[src/rtl/bsg_stream_op_cell_pkg.sv]
// Shared types for the stream operation cell: operation select and block FSM states.
package bsg_stream_op_cell_pkg;

  typedef enum logic [1:0] {
    MODE_PASS = 2'b00,
    MODE_INV  = 2'b01,
    MODE_ACC  = 2'b10,
    MODE_RSVD = 2'b11
  } mode_e;

  typedef enum logic {
    IDLE  = 1'b0,
    ACCUM = 1'b1
  } state_e;

endpackage

[src/rtl/bsg_stream_op_cell_fifo.sv]
// Circular output buffer: ready/valid enqueue, valid/yumi dequeue, occupancy-based full/empty.
module bsg_stream_op_cell_fifo #(
  parameter int unsigned width_p = 10,
  parameter int unsigned els_p   = 4
) (
  input  logic                         clk_i,
  input  logic                         reset_n_i,
  input  logic [width_p-1:0]           data_i,
  input  logic                         v_i,
  output logic                         ready_o,
  output logic [width_p-1:0]           data_o,
  output logic                         v_o,
  input  logic                         yumi_i,
  output logic [$clog2(els_p+1)-1:0]   count_o
);

  localparam int unsigned ptr_w = $clog2(els_p);
  localparam int unsigned cnt_w = $clog2(els_p + 1);

  logic [width_p-1:0] mem [els_p];
  logic [ptr_w-1:0]   rptr;
  logic [ptr_w-1:0]   wptr;
  logic [cnt_w-1:0]   count;
  logic               enq;
  logic               deq;

  assign ready_o = reset_n_i & (count != cnt_w'(els_p));
  assign v_o     = (count != '0);
  assign data_o  = mem[rptr];
  assign count_o = count;
  assign enq     = v_i & ready_o;
  assign deq     = yumi_i & v_o;

  // Pointers wrap naturally because els_p is a power of two.
  always_ff @(posedge clk_i or negedge reset_n_i) begin
    if (!reset_n_i) begin
      rptr  <= '0;
      wptr  <= '0;
      count <= '0;
    end else begin
      if (enq) wptr <= wptr + ptr_w'(1);
      if (deq) rptr <= rptr + ptr_w'(1);
      case ({enq, deq})
        2'b10:   count <= count + cnt_w'(1);
        2'b01:   count <= count - cnt_w'(1);
        default: count <= count;
      endcase
    end
  end

  always_ff @(posedge clk_i) begin
    if (enq) mem[wptr] <= data_i;
  end

endmodule

[src/rtl/bsg_stream_op_cell.sv]
// Stream cell applying pass / invert / block-accumulate to each accepted word ahead of an output buffer.
module bsg_stream_op_cell
  import bsg_stream_op_cell_pkg::*;
#(
  parameter int unsigned width_p     = 10,
  parameter int unsigned els_p       = 4,
  parameter int unsigned block_len_p = 4
) (
  input  logic                         clk_i,
  input  logic                         reset_n_i,
  input  logic [1:0]                   mode_i,
  input  logic [width_p-1:0]           data_i,
  input  logic                         v_i,
  output logic                         ready_o,
  output logic [width_p-1:0]           data_o,
  output logic                         v_o,
  input  logic                         yumi_i,
  output logic [$clog2(els_p+1)-1:0]   count_o,
  output logic                         ovf_o
);

  localparam int unsigned beat_w = (block_len_p > 1) ? $clog2(block_len_p) : 1;

  state_e              state, state_n;
  logic [width_p-1:0]  acc, acc_n;
  logic [beat_w-1:0]   beat, beat_n;
  logic                ovf, ovf_n;
  logic                accept;
  logic                last_beat;
  logic [width_p:0]    acc_sum;
  mode_e               eff_mode;
  logic                enq_v;
  logic [width_p-1:0]  enq_data;

  assign accept    = v_i & ready_o;
  assign acc_sum   = {1'b0, acc} + {1'b0, data_i};
  assign last_beat = (beat == beat_w'(block_len_p - 1));
  assign eff_mode  = (state == ACCUM) ? MODE_ACC : mode_e'(mode_i);
  assign ovf_o     = ovf;

  always_ff @(posedge clk_i or negedge reset_n_i) begin
    if (!reset_n_i) begin
      state <= IDLE;
      acc   <= '0;
      beat  <= '0;
      ovf   <= 1'b0;
    end else begin
      state <= state_n;
      acc   <= acc_n;
      beat  <= beat_n;
      ovf   <= ovf_n;
    end
  end

  // Per-word operation and block sequencing; the buffer only sees completed words.
  always_comb begin
    state_n  = state;
    acc_n    = acc;
    beat_n   = beat;
    ovf_n    = ovf;
    enq_v    = 1'b0;
    enq_data = data_i;
    if (accept) begin
      case (eff_mode)
        MODE_INV: begin
          enq_v    = 1'b1;
          enq_data = ~data_i;
        end
        MODE_ACC: begin
          if (block_len_p == 1) begin
            enq_v = 1'b1;
          end else begin
            ovf_n = ovf | acc_sum[width_p];
            if (last_beat) begin
              enq_v    = 1'b1;
              enq_data = acc_sum[width_p-1:0];
              acc_n    = '0;
              beat_n   = '0;
              state_n  = IDLE;
            end else begin
              acc_n   = acc_sum[width_p-1:0];
              beat_n  = beat + beat_w'(1);
              state_n = ACCUM;
            end
          end
        end
        default: enq_v = 1'b1;
      endcase
    end
  end

  bsg_stream_op_cell_fifo #(
    .width_p (width_p),
    .els_p   (els_p)
  ) u_fifo (
    .clk_i     (clk_i),
    .reset_n_i (reset_n_i),
    .data_i    (enq_data),
    .v_i       (enq_v),
    .ready_o   (ready_o),
    .data_o    (data_o),
    .v_o       (v_o),
    .yumi_i    (yumi_i),
    .count_o   (count_o)
  );

  yumi_needs_valid: assert property (@(posedge clk_i) disable iff (!reset_n_i) yumi_i |-> v_o);

endmodule

[config.mk]
export PLATFORM = sky130hd
export DESIGN_NAME = bsg_stream_op_cell
export DESIGN_NICKNAME = d
export VERILOG_FILES = /design/src/rtl/bsg_stream_op_cell_pkg.sv /design/src/rtl/bsg_stream_op_cell_fifo.sv /design/src/rtl/bsg_stream_op_cell.sv
export SDC_FILE = /design/constraint.sdc
export NUM_CORES = 1
export LEC_CHECK = 0
export CORE_ASPECT_RATIO = 1.25
export CORE_MARGIN = 2
export CORE_UTILIZATION = 53
export CTS_BUF_LIST = sky130_fd_sc_hd__clkbuf_4 sky130_fd_sc_hd__clkbuf_8
export CTS_CLUSTER_DIAMETER = 100
export CTS_CLUSTER_SIZE = 20
export DETAILED_ROUTE_END_ITERATION = 8
export GPL_ROUTABILITY_DRIVEN = 0
export PLACE_DENSITY = 0.78
export SLEW_MARGIN = 30
export SYNTH_ARGS = -nofsm -noshare
export SYNTH_HDL_FRONTEND = slang
export SYNTH_SLANG_ARGS = --single-unit
[constraint.sdc]
create_clock -name clk_i -period 2.6 [get_ports clk_i]
set_input_delay 0.26 -clock clk_i [delete_from_list [all_inputs] [get_ports clk_i]]
set_output_delay 0.26 -clock clk_i [all_outputs]
set_load 0.01 [all_outputs]
==> results.txt, run 1 <==
Status = completed
Max clock buf depth = 2
Post-route DRC = 0
Syn Inst Count = 232
Fin area = 3890 um^2
Met1 usage = 0.251
Yosys Warn Count = 0
Critical path capture point type = flip-flop
Vias in the first global route = 2,002
Worst setup SP type = input port
Reg2Reg Depth = 7
Starting Density = 0.540
Post-DP HPWL = 4510 um
Final WL = 6210 um
RR Endpoint = u_fifo.mem[0][3]$_DFFE_PP_
Most used standard cell by instance count after synthesis = edfxtp_1
WL per Instance = 16.8 um
Unrepaired setup endpoints after global routing = false
WHS = 0.393 ns
Unique masters post-synth = 36
Setup ws final = 0.202 ns
Clock sink total = 61
Worst Path Required = 2.67 ns
Critical path launch point = data_i[0]
Top Usage Layer GRT = met2
Commonest cells post-synth = 40 x edfxtp_1, 21 x dfrtp_1, 21 x nand2_1
Slew @ Worst Pin = 0.647 ns
Sequential share of power = 0.353
Final Max Slew Viols = 0
Synth area leader = edfxtp_1
Synth Area in Compound Gates = 0.117
Total negative slack = 0 ns
Worst reg2reg startpoint = state$_DFFE_PN0P_
Simple-gate share of the synthesized area = 0.0957
Area growth from synthesis to layout = 25.5%
Clk Latency, worst-skew pair = 0.34 ns
Final net count = 334
Setup crit end = u_fifo.mem[2][6]$_DFFE_PP_
Placement Cell Area = 3710 um^2
Die area = 6480 um^2
Reg-to-reg slack, setup = 0.25 ns
Max-Cap Viols = 0
CP arrival = 2.47 ns
Clock skew = 0.0111 ns
Lkg Pwr = 1.58 nW
Met3 global-route usage = 0.0440
Final setup violation count = 0
Ys async rst share = 0.344
ANT nets after route = 0
Synthesized flop and latch total = 61
IO buf count = 31
Worst slew margin = 0.566
Comb pwr share = 0.464
Synth Net Count = 268
Die width = 72.4 um
Kind of critical path = input port to flip-flop
I/O pin count = 32
Hold Violations, Final = 0
XOR/XNOR Fraction of Synth Area = 0.0367
GR Layer Usage met2 = 0.356
Post-route clock period utilization = 0.922
PwrDens = 1050 nW/um^2
Largest net degree at the start of global routing = 23
Ys flop type = edfxtp_1
Htree depth = 3
GRT Util Overall = 0.207
Area fraction of the dominant cell type after synthesis = 0.388
Net Sw Power = 1.43 mW
Detailed-route via count = 2,102
VDD IR max = 0.563 mV
Register area share after synthesis = 0.557
CTS Buf Count = 9
Antenna violations before repair = 0
TritonRoute pass-1 iters = 4
Number of synthesized flops with an enable pin = 40
Routed vias/inst = 5.70
Layout cells sized above 1 = 0.208
Area of the mapped netlist = 3100 um^2
Sw Share = 0.348
Multiplexer share of the synthesized area = 0.0799
Row count = 31
Internal = 2.67 mW
Crit path time final = 2.40 ns
Final core occ = 0.678
Clock root buffer = clkbuf_8
Core area = 5740 um^2
Setup bufs post-CTS = 0
Place WS = -0.152 ns
Leading post-synthesis cells by cell area = edfxtp_1 39%, dfrtp_1 17%, ha_1 7.3%, mux4_2 7.3%, a221o_1 2.6%
Fmax = 417 MHz
Synthesized area per cell = 13.4 um^2
Hold Crit Class = input port to async pin
Post-CTS sizing = 0
Largest family of logic cells by synthesized area = compound AO/OA/AOI/OAI gates
Crit-path max FO = 4
Adder-cell share of the synthesized area = 0.0856
Clock slew at reported path FFs = 0.07 ns
Die height = 89.5 um
Global-route wire length before repair = 9800 um
Number of DRC markers in iteration 0 = 113
Number of hold buffers added after CTS = 0
CTS tree = done
# diodes = 0
Gr ovfl total = 0
Clock group share of total power = 0.182
-- worst max-delay path, cell delays in order --
cell and delay [ns]:
clkdlybuf4s50_1 0.50, ha_1 0.20, inv_1 0.07, fa_1 0.40
nand2b_1 0.16, a21oi_1 0.12, buf_4 0.14, a31oi_1 0.10
xnor2_1 0.16, a221o_1 0.36
-- worst min path at each step --
stage                 startpoint                  to  slack [ns]
2_1_floorplan          reset_n_i  acc[0]$_DFFE_PN0P_       -0.04
3_3_place_gp   ovf_o$_DFFE_PN0P_   ovf_o$_DFFE_PN0P_        0.48
3_5_place_dp   ovf_o$_DFFE_PN0P_   ovf_o$_DFFE_PN0P_        0.46
4_1_cts                reset_n_i  acc[3]$_DFFE_PN0P_        0.41
5_1_grt                reset_n_i  acc[3]$_DFFE_PN0P_        0.42
6_report               reset_n_i  acc[3]$_DFFE_PN0P_        0.39
-- kinds of logic after synthesis --
| kind of cell | after synthesis |
|---|---|
| AO/OA/AOI/OAI | 48 |
| XOR/XNOR | 13 |
| adder cells (fa/ha/maj) | 20 |
| buffers and inverters | 20 |
| flip-flops | 61 |
| multiplexers | 12 |
| AND/OR/NAND/NOR | 58 |
-- metal layers --
layer,share of wire,vias to the layer above
li1,-,1008
met1,0.43,1014
met2,0.50,66
met3,0.041,14
met4,0.028,0
met5,0,-
-- layout make-up --
type / instances / area [um^2]
Clock buffer: 12 / 153
Clock inverter: 4 / 23.8
Fill cell: 431 / 1850
Inverter: 14 / 52.6
Multi-Input combinational cell: 151 / 1290
Sequential cell: 61 / 1730
Tap cell: 66 / 82.6
Timing Repair Buffer: 61 / 561
-- sequential cells by signal, summed over array words and instances, names as in the netlist --
signal and count:
acc 10, beat 2, ovf_o 1, state 1, u_fifo.count_o 3, u_fifo.mem 40, u_fifo.rptr 2, u_fifo.wptr 2
-- cells in the final DEF (no fill, tap or decap), types with 2 or more instances in the layout --
cell type / n
mux4_2: 10
ha_1: 18
edfxtp_1: 40
mux2_2: 2
and2_1: 6
clkbuf_4: 2
o21ai_0: 12
nor2_1: 12
nand4_1: 2
nand2_1: 21
clkinvlp_4: 2
inv_1: 14
xor2_1: 6
fa_1: 2
a31oi_1: 2
a221o_1: 8
a21o_1: 6
buf_4: 28
dfrtp_1: 21
clkbuf_8: 10
or3_1: 3
xnor2_1: 7
a22o_1: 7
nand3_1: 3
a41oi_2: 2
clkdlybuf4s50_1: 31
nand2b_1: 2
buf_12: 2
a21oi_1: 6
nor2b_1: 4
-- power by group through the flow --
stage | sequential [mW] | clock (mW) | combinational, mW
2_1_floorplan | 1.42 | 0 | 1.19
3_3_place_gp | 1.46 | 0 | 1.84
3_5_place_dp | 1.47 | 0 | 1.89
4_1_cts | 1.45 | 0.758 | 1.90
5_1_grt | 1.47 | 0.803 | 2.08
6_report | 1.45 | 0.748 | 1.90
-- stage by stage --
step	total power, mW	instances
after global placement	3.30	353
final	4.10	369
after global routing	4.36	369
after CTS	4.11	369
after floorplan	2.61	232
after detailed placement	3.35	353
No activity file was read; power rests on OpenSTA's default activity.
==> run 2, diff against run 1 <==
==> constraint.sdc (replaced) <==
create_clock -name clk_i -period 2.6 [get_ports clk_i]
set_input_delay 0.39 -clock clk_i [delete_from_list [all_inputs] [get_ports clk_i]]
set_output_delay 0.39 -clock clk_i [all_outputs]
set_load 0.01 [all_outputs]
==> run 2 against run 1 <==
Against the previous run: via count increased by 3.3%; wire length up 2.1%; clock skew fell by 0.0041 ns; first-iteration DRC count increased by 6.2%; core utilization grew 2.9 points; register-to-register slack about the same; sequential power about the same; clock power up 16%; die area is the same; design area up 4.2%; critical endpoint is now u_fifo.mem[3][8]$_DFFE_PP_; largest power group unchanged; highest routed layer unchanged.
==> results.txt, run 2 (same netlist as run 1, synthesis figures left out) <==
Largest net degree at the start of global routing = 22
Die height = 89.5 um
Antenna violations before repair = 0
# fillers = 395
Final net count = 345
Max clock buf depth = 2
Global-route wire length before repair = 9840 um
Number of DRC markers in iteration 0 = 120
CTS tree = done
Final Max Slew Viols = 0
Vias in the first global route = 2,054
Gr ovfl total = 0
Hold Violations, Final = 0
Fin area = 4060 um^2
Core area = 5740 um^2
Worst slew margin = 0.535
CP arrival = 2.56 ns
Placement Cell Area = 3820 um^2
Clk Latency, worst-skew pair = 0.34 ns
Post-route DRC = 0
Final core occ = 0.706
Row count = 31
Starting Density = 0.540
Critical path capture point type = flip-flop
Commonest non-fill, non-tap cell in the layout = edfxtp_1
Sequential Area = 1730 um^2
Multi-input logic area = 1320 um^2
Setup bufs post-CTS = 0
Final WL = 6340 um
Most frequent cells in the layout = 40 x edfxtp_1, 37 x buf_4, 31 x clkdlybuf4s50_1, 21 x nand2_1, 21 x dfrtp_1
Post-DP HPWL = 4610 um
Clock sink total = 61
Routed vias/inst = 5.72
Worst Path Required = 2.68 ns
Kind of critical path = input port to flip-flop
Status = completed
Clock slew at reported path FFs = 0.07 ns
Max FFs per register = 40
Layout cells sized above 1 = 0.248
Final setup violation count = 0
Area growth from synthesis to layout = 30.8%
WHS = 0.505 ns
IO buf count = 31
Lkg Pwr = 1.66 nW
Detailed-route via count = 2,172
ANT nets after route = 0
Crit path time final = 2.49 ns
Max-Cap Viols = 0
Slew @ Worst Pin = 0.694 ns
Crit-path max FO = 4
Clock root buffer = clkbuf_8
Htree depth = 3
Reg with most FFs = u_fifo.mem
GRT Util Overall = 0.209
Clock skew = 0.00707 ns
VDD IR max = 0.525 mV
Hold Crit Class = flip-flop to flip-flop
# diodes = 0
WL per Instance = 16.7 um
Fmax = 402 MHz
Die width = 72.4 um
PwrDens = 1070 nW/um^2
Worst setup SP type = input port
Post-route clock period utilization = 0.956
TritonRoute pass-1 iters = 4
I/O pin count = 32
CTS Buf Count = 9
Die area = 6480 um^2
[run 2: layer usage]
metal,share of wire,global-route usage,up-vias
li1,-,-,1037
met1,0.41,0.249,1053
met2,0.52,0.359,61
met3,0.039,0.0327,21
met4,0.028,0.125,0
met5,0,0,-
[run 2: power by group]
group / total, mW / internal, mW / switching, mW
sequential: 1.44 / 1.29 / 0.156
clock: 0.867 / 0.502 / 0.364
combinational: 2.03 / 1.08 / 0.949
[run 2: worst paths after layout]
| check | end | startpoint | depth (start not counted) | slack, ns |
|---|---|---|---|---|
| max | u_fifo.mem[3][8]$_DFFE_PP_ | data_i[0] | 11 | 0.11 |
| max in group asynchronous | acc[1]$_DFFE_PN0P_ | reset_n_i | 3 | 1.74 |
| min reg2reg | acc[7]$_DFFE_PN0P_ | acc[7]$_DFFE_PN0P_ | 1 | 0.51 |
| max reg2reg | u_fifo.mem[2][3]$_DFFE_PP_ | state$_DFFE_PN0P_ | 7 | 0.26 |
| min in group asynchronous | u_fifo.rptr[1]$_DFFE_PN0P_ | reset_n_i | 3 | 0.64 |
| min | acc[7]$_DFFE_PN0P_ | acc[7]$_DFFE_PN0P_ | 1 | 0.51 |
[run 2: metrics by stage]
stage               power [mW]  std cells  setup TNS [ns]  setup WS [ns]
finish                    4.34        380               0          0.114
global route              4.61        380         -0.0113       -0.00565
CTS                       4.31        380               0         0.0290
detailed placement        3.43        364           -5.51         -0.296
global placement          3.38        364           -3.74         -0.204
floorplan                 2.61        232               0         0.0353
[run 2: final cells by class]
type	count	share of cell area
clock buffers	12	0.0392
clock inverters	4	0.0117
inverters	14	0.0130
multi-input cells	151	0.325
flip-flops and latches	61	0.426
well taps	66	0.0204
repair buffers	72	0.165
[run 2: what timing repair did]
action / CTS / global route
gates resized for setup: 0 / 4
endpoints found under the hold margin: 0 / 0
hold buffers: 0 / 0
setup endpoints to repair: 0 / 12
[run 2: critical path, cell delays in order]
cell and delay, ns:
clkdlybuf4s50_1 0.50, ha_1 0.18, inv_1 0.06, fa_2 0.36, nand2b_1 0.16, a21oi_1 0.13, buf_4 0.15, a41oi_4 0.14
xor2_2 0.22, o221ai_2 0.11, o21a_1 0.15
==> run 3, diff against run 2 <==
Settings changed: HOLD_SLACK_MARGIN set to 0.12.
==> results of run 3 <==
The final DEF is identical to that of run 2; final timing and power are the same.
